**src/rtl/seq_detect_pkg.sv**
```systemverilog
// Shared elaboration-time helpers for the parametrised serial pattern detector.
// Patterns are passed as 16-bit vectors; bit (len-1) is the first bit received.
package seq_detect_pkg;

    localparam int unsigned MAX_PAT_LEN = 16;
    localparam int unsigned MAX_CNT_W   = 32;

    // Legal pattern length.
    function automatic bit pat_len_ok(input int unsigned len);
        return (len >= 2) && (len <= MAX_PAT_LEN);
    endfunction

    // Legal match counter width.
    function automatic bit cnt_w_ok(input int unsigned w);
        return (w >= 1) && (w <= MAX_CNT_W);
    endfunction

    // Longest proper prefix of the pattern that is also a suffix of its first k bits.
    function automatic int unsigned fail_len(input logic [15:0] pattern,
                                             input int unsigned len,
                                             input int unsigned k);
        int unsigned res;
        bit          ok;
        res = 0;
        for (int unsigned l = 1; l < k; l++) begin
            ok = 1'b1;
            for (int unsigned j = 0; j < l; j++) begin
                if (pattern[4'(len - 1 - j)] != pattern[4'(len - 1 - (k - l + j))]) begin
                    ok = 1'b0;
                end
            end
            if (ok) begin
                res = l;
            end
        end
        return res;
    endfunction

    // Matched-prefix length after seeing bit b in state st; len means a full match.
    function automatic int unsigned next_state(input logic [15:0] pattern,
                                               input int unsigned len,
                                               input int unsigned st,
                                               input logic        b);
        int unsigned k;
        int unsigned res;
        bit          done;
        k    = st;
        res  = 0;
        done = 1'b0;
        for (int unsigned it = 0; it <= MAX_PAT_LEN; it++) begin
            if (!done) begin
                if (b == pattern[4'(len - 1 - k)]) begin
                    res  = k + 1;
                    done = 1'b1;
                end else if (k == 0) begin
                    res  = 0;
                    done = 1'b1;
                end else begin
                    k = fail_len(pattern, len, k);
                end
            end
        end
        return res;
    endfunction

endpackage

```
**src/rtl/sat_counter.sv**
```systemverilog
// Saturating event counter with synchronous clear.
// Ports: CLK, RST_N (async active-low), inc (count event), clr (sync clear),
//        cnt (count, holds at all-ones), sat (high while cnt is all-ones).
module sat_counter #(
    parameter int unsigned W = 8
) (
    input  logic         CLK,
    input  logic         RST_N,
    input  logic         inc,
    input  logic         clr,
    output logic [W-1:0] cnt,
    output logic         sat
);

    logic [W-1:0] cnt_n;

    // Clear wins over the old value, but an event on the same edge still counts.
    always_comb begin
        cnt_n = cnt;
        if (clr) begin
            cnt_n = inc ? W'(1) : '0;
        end else if (inc && (cnt != '1)) begin
            cnt_n = cnt + W'(1);
        end
    end

    always_ff @(posedge CLK or negedge RST_N) begin
        if (!RST_N) begin
            cnt <= '0;
            sat <= 1'b0;
        end else begin
            cnt <= cnt_n;
            sat <= (cnt_n == '1);
        end
    end

endmodule

```
**src/rtl/seq_detect_param.sv**
```systemverilog
// Parametrised serial pattern detector (KMP automaton) with saturating match count.
// Ports: CLK, RST_N (async active-low), EN (bit qualifier), I (serial bit),
//        CLR_CNT (sync counter clear), Y (registered match pulse),
//        MATCH_CNT (saturating match count), CNT_SAT (count is all-ones).
module seq_detect_param
    import seq_detect_pkg::*;
#(
    parameter int unsigned          PAT_LEN = 5,
    parameter logic [PAT_LEN-1:0]   PATTERN = 5'b10011,
    parameter bit                   OVERLAP = 1'b1,
    parameter int unsigned          CNT_W   = 8
) (
    input  logic             CLK,
    input  logic             RST_N,
    input  logic             EN,
    input  logic             I,
    input  logic             CLR_CNT,
    output logic             Y,
    output logic [CNT_W-1:0] MATCH_CNT,
    output logic             CNT_SAT
);

    localparam int unsigned ST_W  = $clog2(PAT_LEN);
    localparam logic [15:0] PAT16 = 16'(PATTERN);
    localparam logic [ST_W:0] LEN_C = (ST_W + 1)'(PAT_LEN);
    localparam int unsigned F_END = fail_len(PAT16, PAT_LEN, PAT_LEN);

    if (!pat_len_ok(PAT_LEN)) begin : g_bad_pat_len
        $error("seq_detect_param: PAT_LEN must be 2..16");
    end
    if (!cnt_w_ok(CNT_W)) begin : g_bad_cnt_w
        $error("seq_detect_param: CNT_W must be 1..32");
    end

    logic [ST_W-1:0]      st;
    logic [ST_W-1:0]      st_n;
    logic                 hit;
    logic [ST_W:0]        idx;
    logic [ST_W-1:0]      st_tbl [2*PAT_LEN];
    logic [2*PAT_LEN-1:0] hit_tbl;

    // Next-state / match table indexed by {st, b}, folded to constants at elaboration.
    for (genvar s = 0; s < PAT_LEN; s++) begin : g_st
        for (genvar b = 0; b < 2; b++) begin : g_bit
            localparam int unsigned N  = next_state(PAT16, PAT_LEN, 32'(s), 1'(b));
            localparam int unsigned NS = (N == PAT_LEN) ? (OVERLAP ? F_END : 0) : N;
            assign st_tbl[2*s + b]  = ST_W'(NS);
            assign hit_tbl[2*s + b] = (N == PAT_LEN);
        end
    end

    assign idx = {st, I};

    // Table lookup; upset states outside 0..PAT_LEN-1 recover to empty.
    always_comb begin
        st_n = st;
        hit  = 1'b0;
        if (EN) begin
            if ({1'b0, st} < LEN_C) begin
                st_n = st_tbl[idx];
                hit  = hit_tbl[idx];
            end else begin
                st_n = '0;
            end
        end
    end

    always_ff @(posedge CLK or negedge RST_N) begin
        if (!RST_N) begin
            st <= '0;
            Y  <= 1'b0;
        end else begin
            st <= st_n;
            Y  <= hit;
        end
    end

    sat_counter #(
        .W (CNT_W)
    ) u_cnt (
        .CLK   (CLK),
        .RST_N (RST_N),
        .inc   (hit),
        .clr   (CLR_CNT),
        .cnt   (MATCH_CNT),
        .sat   (CNT_SAT)
    );

endmodule

```
**config.mk**
```make
export PLATFORM = sky130hd
export DESIGN_NAME = seq_detect_param
export DESIGN_NICKNAME = d
export VERILOG_FILES = /design/src/rtl/seq_detect_pkg.sv /design/src/rtl/sat_counter.sv /design/src/rtl/seq_detect_param.sv
export SDC_FILE = /design/constraint.sdc
export NUM_CORES = 1
export LEC_CHECK = 0
export CAP_MARGIN = 15
export CORE_UTILIZATION = 45
export CTS_CLUSTER_SIZE = 16
export DETAILED_ROUTE_END_ITERATION = 6
export PLACE_DENSITY = 0.71
export SYNTH_ARGS = -nofsm -noshare
export SYNTH_HDL_FRONTEND = slang
export SYNTH_SLANG_ARGS = --single-unit
```
**constraint.sdc**
```tcl
create_clock -name CLK -period 3.5 [get_ports CLK]
set_input_delay 0.525 -clock CLK [delete_from_list [all_inputs] [get_ports CLK]]
set_output_delay 0.525 -clock CLK [all_outputs]
set_load 0.005 [all_outputs]
```
# Yosys cells after proc, flatten, opt, wreduce, memory -nomap -nowiden
# Memory sizes are Yosys's and may differ from the RTL's.
# Cells that the tools add are included.
# word_totals
mem_bits_rw	0
rom_bits	64
n_memories	2
ff_bits	13
out_inout_bits	10
latch_bits	0
# op_classes
n_shift	0
order_cmp	3
eq_ne	2
n_reduce_logical	1
n_addsub	1
bitwise_logic	1
n_mux	9
mul	0
div_mod_pow	0
# memory_table
name	depth	width	read_ports	rd_clocked_by_memory_dff	wr	line	rtl
(no name shown)	16	3	1	0	0	seq_detect_param.sv:60	st_n = st_tbl[idx];
(no name shown)	16	1	1	0	0	seq_detect_param.sv:61	hit = hit_tbl[idx];
# ops
op	count
two-way mux 8 bit	2
two-way mux 3 bit	3
adder 8 x 1 -> 8 bit (second input constant)	1
== test 8 bit (second input constant)	1
!= test 8 bit (second input constant)	1
greater-or-equal comparator 5 bit (second input constant)	1
< comparator 4 x 5 -> 1 bit (second input constant)	1
NOT 4 -> 5 bit	1
two-way mux 1 bit	4
< comparator 3 bit (second input constant)	1
logical AND 1 bit	1

# Longest topological paths before layout
# Gate-level depths: netlist (run 1).
# depth
ltp_word	8
depth_mapped	6
depth_no_buf	6

# By module
# A second synthesis (run 1) with hierarchy kept.
# hier_totals
hier_cells	76
area_unflattened_um2	744.5
# modules_own_cells
module	n_inst	area_per_inst_um2	seq_area_each_um2	cells_per_inst
sat_counter	1	544.3	225.2	56
seq_detect_param	1	200.2	100.1	20

# Worst setup path after synthesis (run 1)
# No wires, ideal clock.
# synth_timing
kind	reg-to-reg
start	reg u_cnt.cnt[0]
end	reg u_cnt.sat
path_slack_ns	1.717
arrival_ns	1.716
n_path_buf	0
setup_time_ns	0.067
path_stages_with_launch	7
cell_sequence	dfrtp_1 -> ha_1 -> and2_1 -> and3b_1 -> a311oi_4 -> nand4bb_1 -> and4bb_2
# synth_between
elab_chain_len	5
word_cells_on_any_way	6
cone_classes	1 x add/sub; 2 x eq/ne; 2 x mux; 1 x reduce/logical
# synth_lines
item	line	rtl
start: declaration	sat_counter.sv:11	output logic [W-1:0] cnt,
start signal: assignment	sat_counter.sv:32	cnt <= cnt_n;
branches (longest 2 deep; another with adder 8 x 1 -> 8 bit)	n/a	
two-way mux 8 bit *	sat_counter.sv:22	end else if (inc && (cnt != '1)) begin
two-way mux 8 bit *	sat_counter.sv:20	if (clr) begin
named net u_cnt.cnt_n[6]	sat_counter.sv:15	logic [W-1:0] cnt_n;
== test 8 bit *	sat_counter.sv:33	sat <= (cnt_n == '1);
end signal: assignment	sat_counter.sv:33	
end: declaration	sat_counter.sv:12	output logic sat
# Mark *: on every way through the listed nets, which the timed path passes.
# A chain may end at the register's enable or synchronous reset.

# Final worst setup path (run 1)
# layout_timing
start	in EN
end	reg u_cnt.sat
# layout_between
elab_chain_len	5
word_cells_on_any_way	6
cone_classes	1 x eq/ne; 4 x mux; 1 x reduce/logical
# layout_lines
item	line	rtl
start: declaration	seq_detect_param.sv:15	input logic EN,
two-way mux 1 bit	seq_detect_param.sv:58	if (EN) begin
logical AND 1 bit	sat_counter.sv:22	
two-way mux 8 bit	sat_counter.sv:22	
two-way mux 8 bit	sat_counter.sv:20	
named net u_cnt.cnt_n[4]	sat_counter.sv:15	
== test 8 bit	sat_counter.sv:33	
# The timed path passes the listed nets, and every way through them passes these cells.

==> results.md, run 1 <==
- Synthesized instance count: 73
- Fin Setup TNS: 0 ps
- Vias: approximately 600
- Startpoint types: input port
- CTS resizes: 0
- Most frequent cells after synthesis: 13 x dfrtp_1, 9 x nor2_1, 6 x nand2_1
- Clk slew on worst S/H paths: 80 ps
- Synth top area cells: dfrtp_1 44%, xor2_1 4.7%, nor2_1 4.5%
- RSZ-0062 raised after global routing: no
- Critical Path Fanout Max: 7
- Cells along the critical path: clkdlybuf4s50_1 > and4bb_2 > o211ai_2 > nor2_1 > mux2_2 > and4bb_2
- Max cap viols: 0
- Slowest CP cell: clkdlybuf4s50_1
- Most common cell type on the critical path: and4bb_2
- Die Ht: 42.6 um
- Power per Cell Area: 343 nW/um2
- WL per Instance: approximately 13 um
- Die width: 42.6 um
- Synth warnings: 0
- Worst clock skew: 6.28 ps
- Mapped Avg Cell Area: approximately 10 um2
- DR iter-0 viols: 5
- DP Area: 892 um2
- IO Count: 15
- VDD IR max: 262 uV
- Worst slew pin tran: 577 ps
- Worst path bufs/invs: 1
- Detailed-router iteration count before antenna repair: 4
- DP Worst Slack: 1030 ps
- Post-route clock period utilization: 0.623
- Final Hold Fails: 0
- FILL cells: 142
- Area of the multi-input gates: 399 um2
- Hold slack: 615 ps
- CP top delay family: simple AND/OR/NAND/NOR gates
- Worst hold path class: in -> async
- Post-synthesis mux area share: 0.0572
- Clk sinks: 13
- Max-slew headroom: 0.614
- CP endpoint kind: flop
- Final setup vio count: 0
- Post-CTS Hold Fix Bufs: 0
- Synth top area share: 0.438
- Synth Area in Simple Gates: 0.266
- Syn_nets: 79
- Fin area: 918 um2
- Worst EP arrival: ~2400 ps
- GPL Wtd Cong: about 0.75
- Synth Area in Adders: 0.0168
- Ys async rst share: 1.00
- Grt ovf: 0
- CORE AREA: 1520 um2
- R2R setup slack: 1560 ps
- First-pass GRT wire length: between 2000 and 2500 um
- Critical Path RT: roughly 3700 ps
- Netlist cell types: 32
- Worst Setup SP: EN
- Main combinational cell family by area after synthesis: simple AND/OR/NAND/NOR gates
- H-tree levels: 1
- Port Buffers: 14
- RR Startpoint: u_cnt.cnt[0]
- Leakage: roughly 0.4 nW
- Min Tclk post-route: roughly 2200 ps
- Vias per std cell: 5.67
- Crit-path max cell delay: 560 ps
- Die Area: approximately 1800 um2
- Part of the Yosys area used for sequential elements: 0.438
- Most instantiated library cell after synthesis: dfrtp_1
- Pins Over Slew Limit: 0
- Setup repair bufs after CTS: 0
- Total CTS buffers: 3
- Cell row count: 14
- Largest net degree at the start of global routing: 14
- Initial Utilization: 0.488
- # DRC: 0
- Worst Slack Setup Final: 1320 ps
- WL final: 1410 um
- Largest area contributor in the netlist: dfrtp_1
- Xor/xnor cell area share of the yosys netlist: 0.0589
- Root Buffer: clkbuf_4
- Synthesized area: between 700 and 800 um2
- CP Class: in -> reg
- Peak Freq: 458 MHz
- ANT cells: 0
- Nets: 96
- Clock Path Buffers: 2
- Initial antenna violation count: 0
- Outcome: finished clean
- Area delta synth->final: 23.6%
- Gr usage total: 0.178
- Final ANT Viol Nets: 0
- CTS tree: yes
- Prevailing post-synth register cell: dfrtp_1
- Number of synthesized register bits: 13
- Complex-gate fraction of the synthesized area: 0.138
- HPWL Detailed: 1040 um
- Number of synthesized flops with an enable pin: 0
- Vias in the first global route: around 530
- Skew-Pair Late Insertion Delay: 270 ps
- Reg area: approximately 330 um2
- Layout cell share with drive strength beyond 1: 0.124
[placed cells by master, fill, tap and decap left out]
cell / instances
nand3_1: 2
mux2i_1: 2
mux2_2: 2
ha_1: 1
nor3_1: 2
and2_1: 1
a21oi_1: 2
xnor2_1: 1
and3_1: 1
clkdlybuf4s50_1: 14
o2111ai_1: 1
o211ai_2: 1
and3_2: 1
nor2b_1: 2
nand4_1: 2
nand4bb_1: 1
dfrtp_1: 13
a31oi_1: 4
nand2_1: 6
and4bb_2: 2
o22ai_1: 1
and2_2: 1
a41oi_1: 1
inv_1: 2
a311oi_4: 1
and4_1: 1
clkbuf_1: 1
clkbuf_4: 3
nand3b_1: 2
and3b_1: 1
o21ai_0: 1
xor2_1: 4
nor2_1: 9
[layout make-up]
| cell class | count | area share |
|---|---|---|
| inverters | 2 | 0.00817 |
| flip-flops and latches | 13 | 0.354 |
| clock buffers | 4 | 0.0286 |
| well taps | 16 | 0.0218 |
| repair buffers | 14 | 0.153 |
| multi-input cells | 56 | 0.435 |
[final timing paths]
path / cells past startpoint / endpoint
min in group CLK: 2 / u_cnt.cnt[1]
max in group asynchronous: 1 / u_cnt.cnt[1]
setup reg to reg: 6 / u_cnt.sat
hold / removal: 1 / st[0]
setup / recovery: 6 / u_cnt.sat
hold reg to reg: 2 / u_cnt.cnt[1]
[cells by family (layout without fill, tap and decap cells)]
family / count (synthesis) / in the layout
xor gates and xnor gates: 5 / 5
buffers and inverters: 4 / 20
muxes: 4 / 4
AOI/OAI and AO/OA: 12 / 12
DFF: 13 / 13
and+or+nand+nor: 34 / 34
adders and majority gates: 1 / 1
[worst register-to-register path, stage by stage, from the launching register on]
cell,delay [ps]
dfrtp_1,460
ha_1,270
and2_1,210
and3b_1,210
a311oi_4,320
nand4bb_1,120
and4bb_2,300
[power breakdown]
group          internal (mW)  switching [mW]
clock                 0.0441          0.0472
combinational         0.0236          0.0259
sequential             0.161          0.0138
total                  0.228          0.0869
[stage by stage]
step / instances / util / power, mW
6_report: 105 / 0.603 / 0.315
5_1_grt: 105 / 0.603 / 0.333
4_1_cts: 105 / 0.603 / 0.318
3_5_place_dp: 101 / 0.585 / 0.227
3_3_place_gp: 101 / 0.585 / 0.225
2_1_floorplan: 73 / - / 0.211
[sequential cells by signal, summed over array words and instances (netlist names)]
signal	cells
u_cnt.sat	1
u_cnt.cnt	8
Y	1
st	3
[layer usage]
layer | GRT usage | wire (um) | vias to the layer above
li1 | - | - | 301
met1 | 0.251 | 690 | 278
met2 | 0.270 | 648 | 14
met3 | 0.0259 | 61 | 2
met4 | 0.0750 | 10 | 0
met5 | 0 | 0 | -
(Power assumes the default switching activity.)
==> inputs of run 2 (changes only) <==
clock period = 2.28 ns   (was 3.5 ns; I/O delays follow)
==> run 2 against run 1 <==
Setup slack worse by 1000 ps. Via count grew 4.0%. Sequential cell count unchanged. Routed wire length rose by 11%. Largest power group unchanged. Count of clock-buffer cells in the layout did not move. Core utilization up 0.99 points. Highest routed layer unchanged. Clock skew is 4.6 ps lower. First-iteration DRC count grew to 3.4 times the previous value. Clock power grew 58%. Critical path depth unchanged. Sequential share of layout area decreased by 0.57 points. Final area up 1.6%.
==> results.md, run 2 (synthesis results as in run 1) <==
- Initial Utilization: 0.488 (unchanged)
- CP endpoint kind: flop
- Root Buffer: clkbuf_4
- Commonest cells after routing, fill and taps aside: 14 x clkdlybuf4s50_1, 13 x dfrtp_1, 9 x nor2_1, 6 x nand2_1
- Leakage: 0.409 nW (+2.2%)
- Cell row count: 14 (unchanged)
- Min Tclk post-route: ~2000 ps
- Final Non-Filler Cells: 107 (+1.9%)
- Worst hold path class: in -> async
- R2R setup slack: 320 ps (-1240 ps)
- VDD IR max: 309 uV (+18%)
- Post-layout util: 0.612 (+0.00985)
- Vias per std cell: 5.79 (+2.1%)
- Initial antenna violation count: 0 (unchanged)
- Gr usage total: 0.198 (+0.0203)
- IO Count: 15 (unchanged)
- H-tree levels: 1 (unchanged)
- Worst path bufs/invs: 0 (-1)
- WL final: 1560 um (+11%)
- Clk sinks: 13 (unchanged)
- ANT cells: 0 (unchanged)
- Total design power: 0.491 mW (+56%)
- Area delta synth->final: 25.6%
- Outcome: finished clean
- WL per Instance: 14.6 um (+8.8%)
- Skew-Pair Late Insertion Delay: 280 ps (about the same)
- Max reg flops: 8 (unchanged)
- CORE AREA: 1520 um2 (unchanged)
- Final ANT Viol Nets: 0 (unchanged)
- CTS resizes: 0 (unchanged)
- R2R depth: 6 (unchanged)
- Setup repair bufs after CTS: 0 (unchanged)
- Worst clock skew: 1.71 ps (-4.57 ps)
- Largest net degree at the start of global routing: 14 (unchanged)
- Die width: 42.6 um (unchanged)
- Total CTS buffers: 3 (unchanged)
- Startpoint types: flop
- DR iter-0 viols: 17 (+12)
- Cells along the critical path: ha_1 > and2_1 > and3b_1 > a311oi_4 > nand4bb_1 > and4bb_2
- Hold slack: 425 ps (-191 ps)
- Pins Over Slew Limit: 0 (unchanged)
- Nets: 98 (+2.1%)
- Critical Path RT: 2500 ps (-1170 ps)
- Final Hold Fails: 0 (unchanged)
- HPWL Detailed: 1140 um (+9.0%)
- GPL Wtd Cong: 0.730 (-2.9%)
- Top flop regs: u_cnt.cnt (8), st (3)
- CP top delay family: simple AND/OR/NAND/NOR gates
- Layout cell share with drive strength beyond 1: 0.143 (+0.0193)
- Biggest register: u_cnt.cnt
- Max cap viols: 0 (unchanged)
- RR Startpoint: u_cnt.cnt[0]
- Slowest CP cell: dfrtp_1
- Commonest non-fill, non-tap cell in the layout: clkdlybuf4s50_1
- Die Area: 1820 um2 (unchanged)
- Grt ovf: 0 (unchanged)
- Die Ht: 42.6 um (unchanged)
- Vias in the first global route: 581 (+10%)
- # DRC: 0 (unchanged)
- Post-route clock period utilization: 0.859
- CP Class: reg -> reg
- RSZ-0062 raised after global routing: no
- Max-slew headroom: 0.616 (+0.00142)
- CTS tree: yes
- Post-CTS Hold Fix Bufs: 0 (unchanged)
- Critical Path Fanout Max: 6 (-1)
- Peak Freq: 511 MHz
- Worst slew pin tran: 575 ps (-2.13 ps)
- Power per Cell Area: 526 nW/um2 (+53%)
- Vias: 619 (+4.0%)
- Port Buffers: 14 (unchanged)
- Worst EP arrival: 2180 ps (-170 ps)
- Crit-path max cell delay: 460 ps (-100 ps)
- Placed cell count: 103 (+2.0%)
- Fin Setup TNS: 0 ps (unchanged)
- Final setup vio count: 0 (unchanged)
- Clock Path Buffers: 2 (unchanged)
- First-pass GRT wire length: 2640 um (+10%)
- Clk slew on worst S/H paths: 80 ps (about the same)
- Detailed-router iteration count before antenna repair: 4 (unchanged)
- Worst r2r dst: u_cnt.sat
[run 2: report_power, final]
part,internal [mW],switching [mW]
Sequential,0.247,0.0218
Combinational,0.0379,0.0411
Clock,0.0680,0.0759
[run 2: layer usage]
layer  up-vias  track usage  wire [um]  part of all wire
met2        16        0.315        738              0.47
met1       296        0.255        733              0.47
li1        305            -          -                 -
met4         0       0.0875         20             0.013
met3         2       0.0431         72             0.046
met5         -            0          0                 0
[run 2: worst max path at each step]
stage / start / endpoint / slack [ps] / cells past startpoint
2_1_floorplan: u_cnt.cnt[0] / u_cnt.sat / 500 / 6
3_3_place_gp: I / u_cnt.sat / 150 / 6
3_5_place_dp: I / u_cnt.sat / 140 / 6
4_1_cts: u_cnt.cnt[0] / u_cnt.sat / 340 / 6
5_1_grt: u_cnt.cnt[0] / u_cnt.sat / 240 / 6
6_report: u_cnt.cnt[0] / u_cnt.sat / 320 / 6
[run 2: per-stage QoR]
step	setup WS [ps]	area (um2)
after global routing	238	933
final	322	933
after global placement	152	907
after detailed placement	139	907
after floorplan	497	743
after CTS	336	933
[run 2: cell type report]
| cell class | count | area, um2 |
|---|---|---|
| Timing Repair Buffer | 16 | 155 |
| Inverter | 2 | 7.51 |
| Sequential cell | 13 | 325 |
| Clock buffer | 4 | 26.3 |
| Fill cell | 139 | 591 |
| Multi-Input combinational cell | 56 | 399 |
| Tap cell | 16 | 20.0 |
==> inputs of run 3 (changes only) <==
CELL_PAD_IN_SITES_DETAIL_PLACEMENT = 0   (was not set)
CELL_PAD_IN_SITES_GLOBAL_PLACEMENT = 1   (was not set)
CORE_UTILIZATION = 37   (was 45)
PLACE_DENSITY = not set   (was 0.71)
PLACE_DENSITY_LB_ADDON = 0.1   (was not set)
==> run 3 against run 2 <==
Critical path depth stayed put. Non-clock buffer count unchanged. Sequential cell count unchanged. Routed wire length shrank 7.8%. First-iteration DRC count decreased by 53%. Clock power is essentially flat. Highest routed layer unchanged.
==> results.md, run 3 (synthesis results as in run 1) <==
- Outcome: finished clean
- DP Worst Slack: 115 ps (-23.4 ps)
- M1 GR Usage: 0.222 (-0.0335)
- CP endpoint kind: flop
- Final Hold Fails: 0 (unchanged)
- Total CTS buffers: 3 (unchanged)
- CP Class: reg -> reg
- Cell row count: 15 (+1)
- Initial antenna violation count: 0 (unchanged)
- Leakage: 0.409 nW (unchanged)
- Worst EP arrival: 2140 ps (-40 ps)
- Vias per std cell: 5.09 (-12%)
- Critical Path RT: 2500 ps (about the same)
- GR peak layer: met1
- Slowest CP cell: dfrtp_1
- IO Count: 15 (unchanged)
- Setup repair bufs after CTS: 0 (unchanged)
- GPL Wtd Cong: 0.721 (-1.2%)
- GR Util met3: 0.0500 (+0.00690)
- # DRC: 0 (unchanged)
- H-tree levels: 1 (unchanged)
- Vias: 590 (-4.7%)
- Vias in the first global route: 514 (-12%)
- Layout cell share with drive strength beyond 1: 0.143 (unchanged)
- Power per Cell Area: 521 nW/um2 (-0.94%)
- Initial Utilization: 0.413 (-0.0752)
- Nets: 98 (unchanged)
- First-pass GRT wire length: 2330 um (-12%)
- Final ANT Viol Nets: 0 (unchanged)
- Post-route clock period utilization: 0.839 (-0.0192)
- ANT cells: 0 (unchanged)
- CTS tree: yes
- Worst slew pin tran: 616 ps (+40.8 ps)
- Gr usage total: 0.159 (-0.0385)
- Top flop regs: u_cnt.cnt (8), st (3)
- Max reg flops: 8 (unchanged)
- Final Non-Filler Cells: 116 (+8.4%)
- CTS resizes: 0 (unchanged)
- Die width: 46.8 um (+9.8%)
- Critical Path Fanout Max: 6 (unchanged)
- Crit-path max cell delay: 450 ps (about the same)
- Worst Slack Setup Final: 366 ps (+43.9 ps)
- Clk sinks: 13 (unchanged)
- CORE AREA: 1800 um2 (+18%)
- Biggest register: u_cnt.cnt
- Worst hold path class: in -> async
- Max-slew headroom: 0.588 (-0.0273)
- WL final: 1440 um (-7.8%)
- Min Tclk post-route: 1910 ps (-43.9 ps)
- HPWL Detailed: 1040 um (-8.5%)
- Port Buffers: 14 (unchanged)
- CP top delay family: simple AND/OR/NAND/NOR gates
- RSZ-0062 raised after global routing: no
- Max cap viols: 0 (unchanged)
- Pins Over Slew Limit: 0 (unchanged)
- Total design power: 0.492 mW (+0.25%)
- Placed cell count: 112 (+8.7%)
- Startpoint types: flop
- Hold slack: 441 ps (+16.3 ps)
- Worst path bufs/invs: 0 (unchanged)
- Largest net degree at the start of global routing: 14 (unchanged)
- Detailed-router iteration count before antenna repair: 4 (unchanged)
- Area delta synth->final: 27.1%
- Die Area: 2190 um2 (+21%)
- Clk slew on worst S/H paths: 80 ps (about the same)
- Final setup vio count: 0 (unchanged)
- Die Ht: 46.8 um (+9.8%)
- Commonest cells after routing, fill and taps aside: 14 x clkdlybuf4s50_1, 13 x dfrtp_1, 9 x nor2_1, 6 x nand2_1
- WL per Instance: 12.4 um (-15%)
- Grt ovf: 0 (unchanged)
- Cells along the critical path: ha_1 > and2_1 > and3b_1 > a311oi_4 > nand4bb_1 > and4bb_2
- Commonest non-fill, non-tap cell in the layout: clkdlybuf4s50_1
- Fin Setup TNS: 0 ps (unchanged)
- Routing usage on met2: 0.219 (-0.0957)
- Post-CTS Hold Fix Bufs: 0 (unchanged)
- DR iter-0 viols: 8 (-9)
- Clock Path Buffers: 2 (unchanged)
- Worst clock skew: 8.93 ps (+7.22 ps)
- VDD IR max: 278 uV (-10%)
- Skew-Pair Late Insertion Delay: 280 ps (about the same)
- Root Buffer: clkbuf_4
- FILL cells: 175 (+26%)
- Peak Freq: 522 MHz (+2.3%)
-- run 3: routing by layer --
layer  vias up  part of all wire
met5         -                 0
met4         0             0.015
met1       266              0.56
li1        305                 -
met3         4             0.041
met2        15              0.38
-- run 3: power breakdown --
group | internal [mW] | total [mW] | leakage (nW) | switching [mW]
Combinational | 0.0379 | 0.0788 | 0.217 | 0.0410
Clock | 0.0679 | 0.144 | 0.0150 | 0.0757
Sequential | 0.247 | 0.270 | 0.178 | 0.0234
Total | 0.352 | 0.492 | 0.409 | 0.140
-- run 3: area by class of cell --
cell class / instances / area, um2 / area share
inverters: 2 / 7.51 / 0.00795
well taps: 25 / 31.3 / 0.0331
flip-flops and latches: 13 / 325 / 0.344
repair buffers: 16 / 155 / 0.164
clock buffers: 4 / 26.3 / 0.0278
multi-input cells: 56 / 399 / 0.423
-- run 3: worst register-to-register path, delay by kind of cell, from the launching register on --
family                   cells  cell delay [ps]
AO/OA/AOI/OAI                1              300
AND/OR/NAND/NOR              4              840
adder cells (fa/ha/maj)      1              270
flip-flops                   1              450
-- run 3: final timing paths --
check                          endpoint  cells after the start  slack [ps]    startpoint
hold reg to reg            u_cnt.cnt[1]                      2         610  u_cnt.cnt[1]
setup reg to reg              u_cnt.sat                      6         370  u_cnt.cnt[0]
setup / recovery              u_cnt.sat                      6         370  u_cnt.cnt[0]
hold / removal             u_cnt.cnt[3]                      1         440         RST_N
min in group CLK           u_cnt.cnt[1]                      2         610  u_cnt.cnt[1]
max in group asynchronous  u_cnt.cnt[0]                      1        1430         RST_N
-- run 3: through the flow --
step	area [um2]	util
after floorplan	743	-
after global placement	918	0.510
after detailed placement	918	0.510
after CTS	945	0.524
after global routing	945	0.524
final	945	0.524
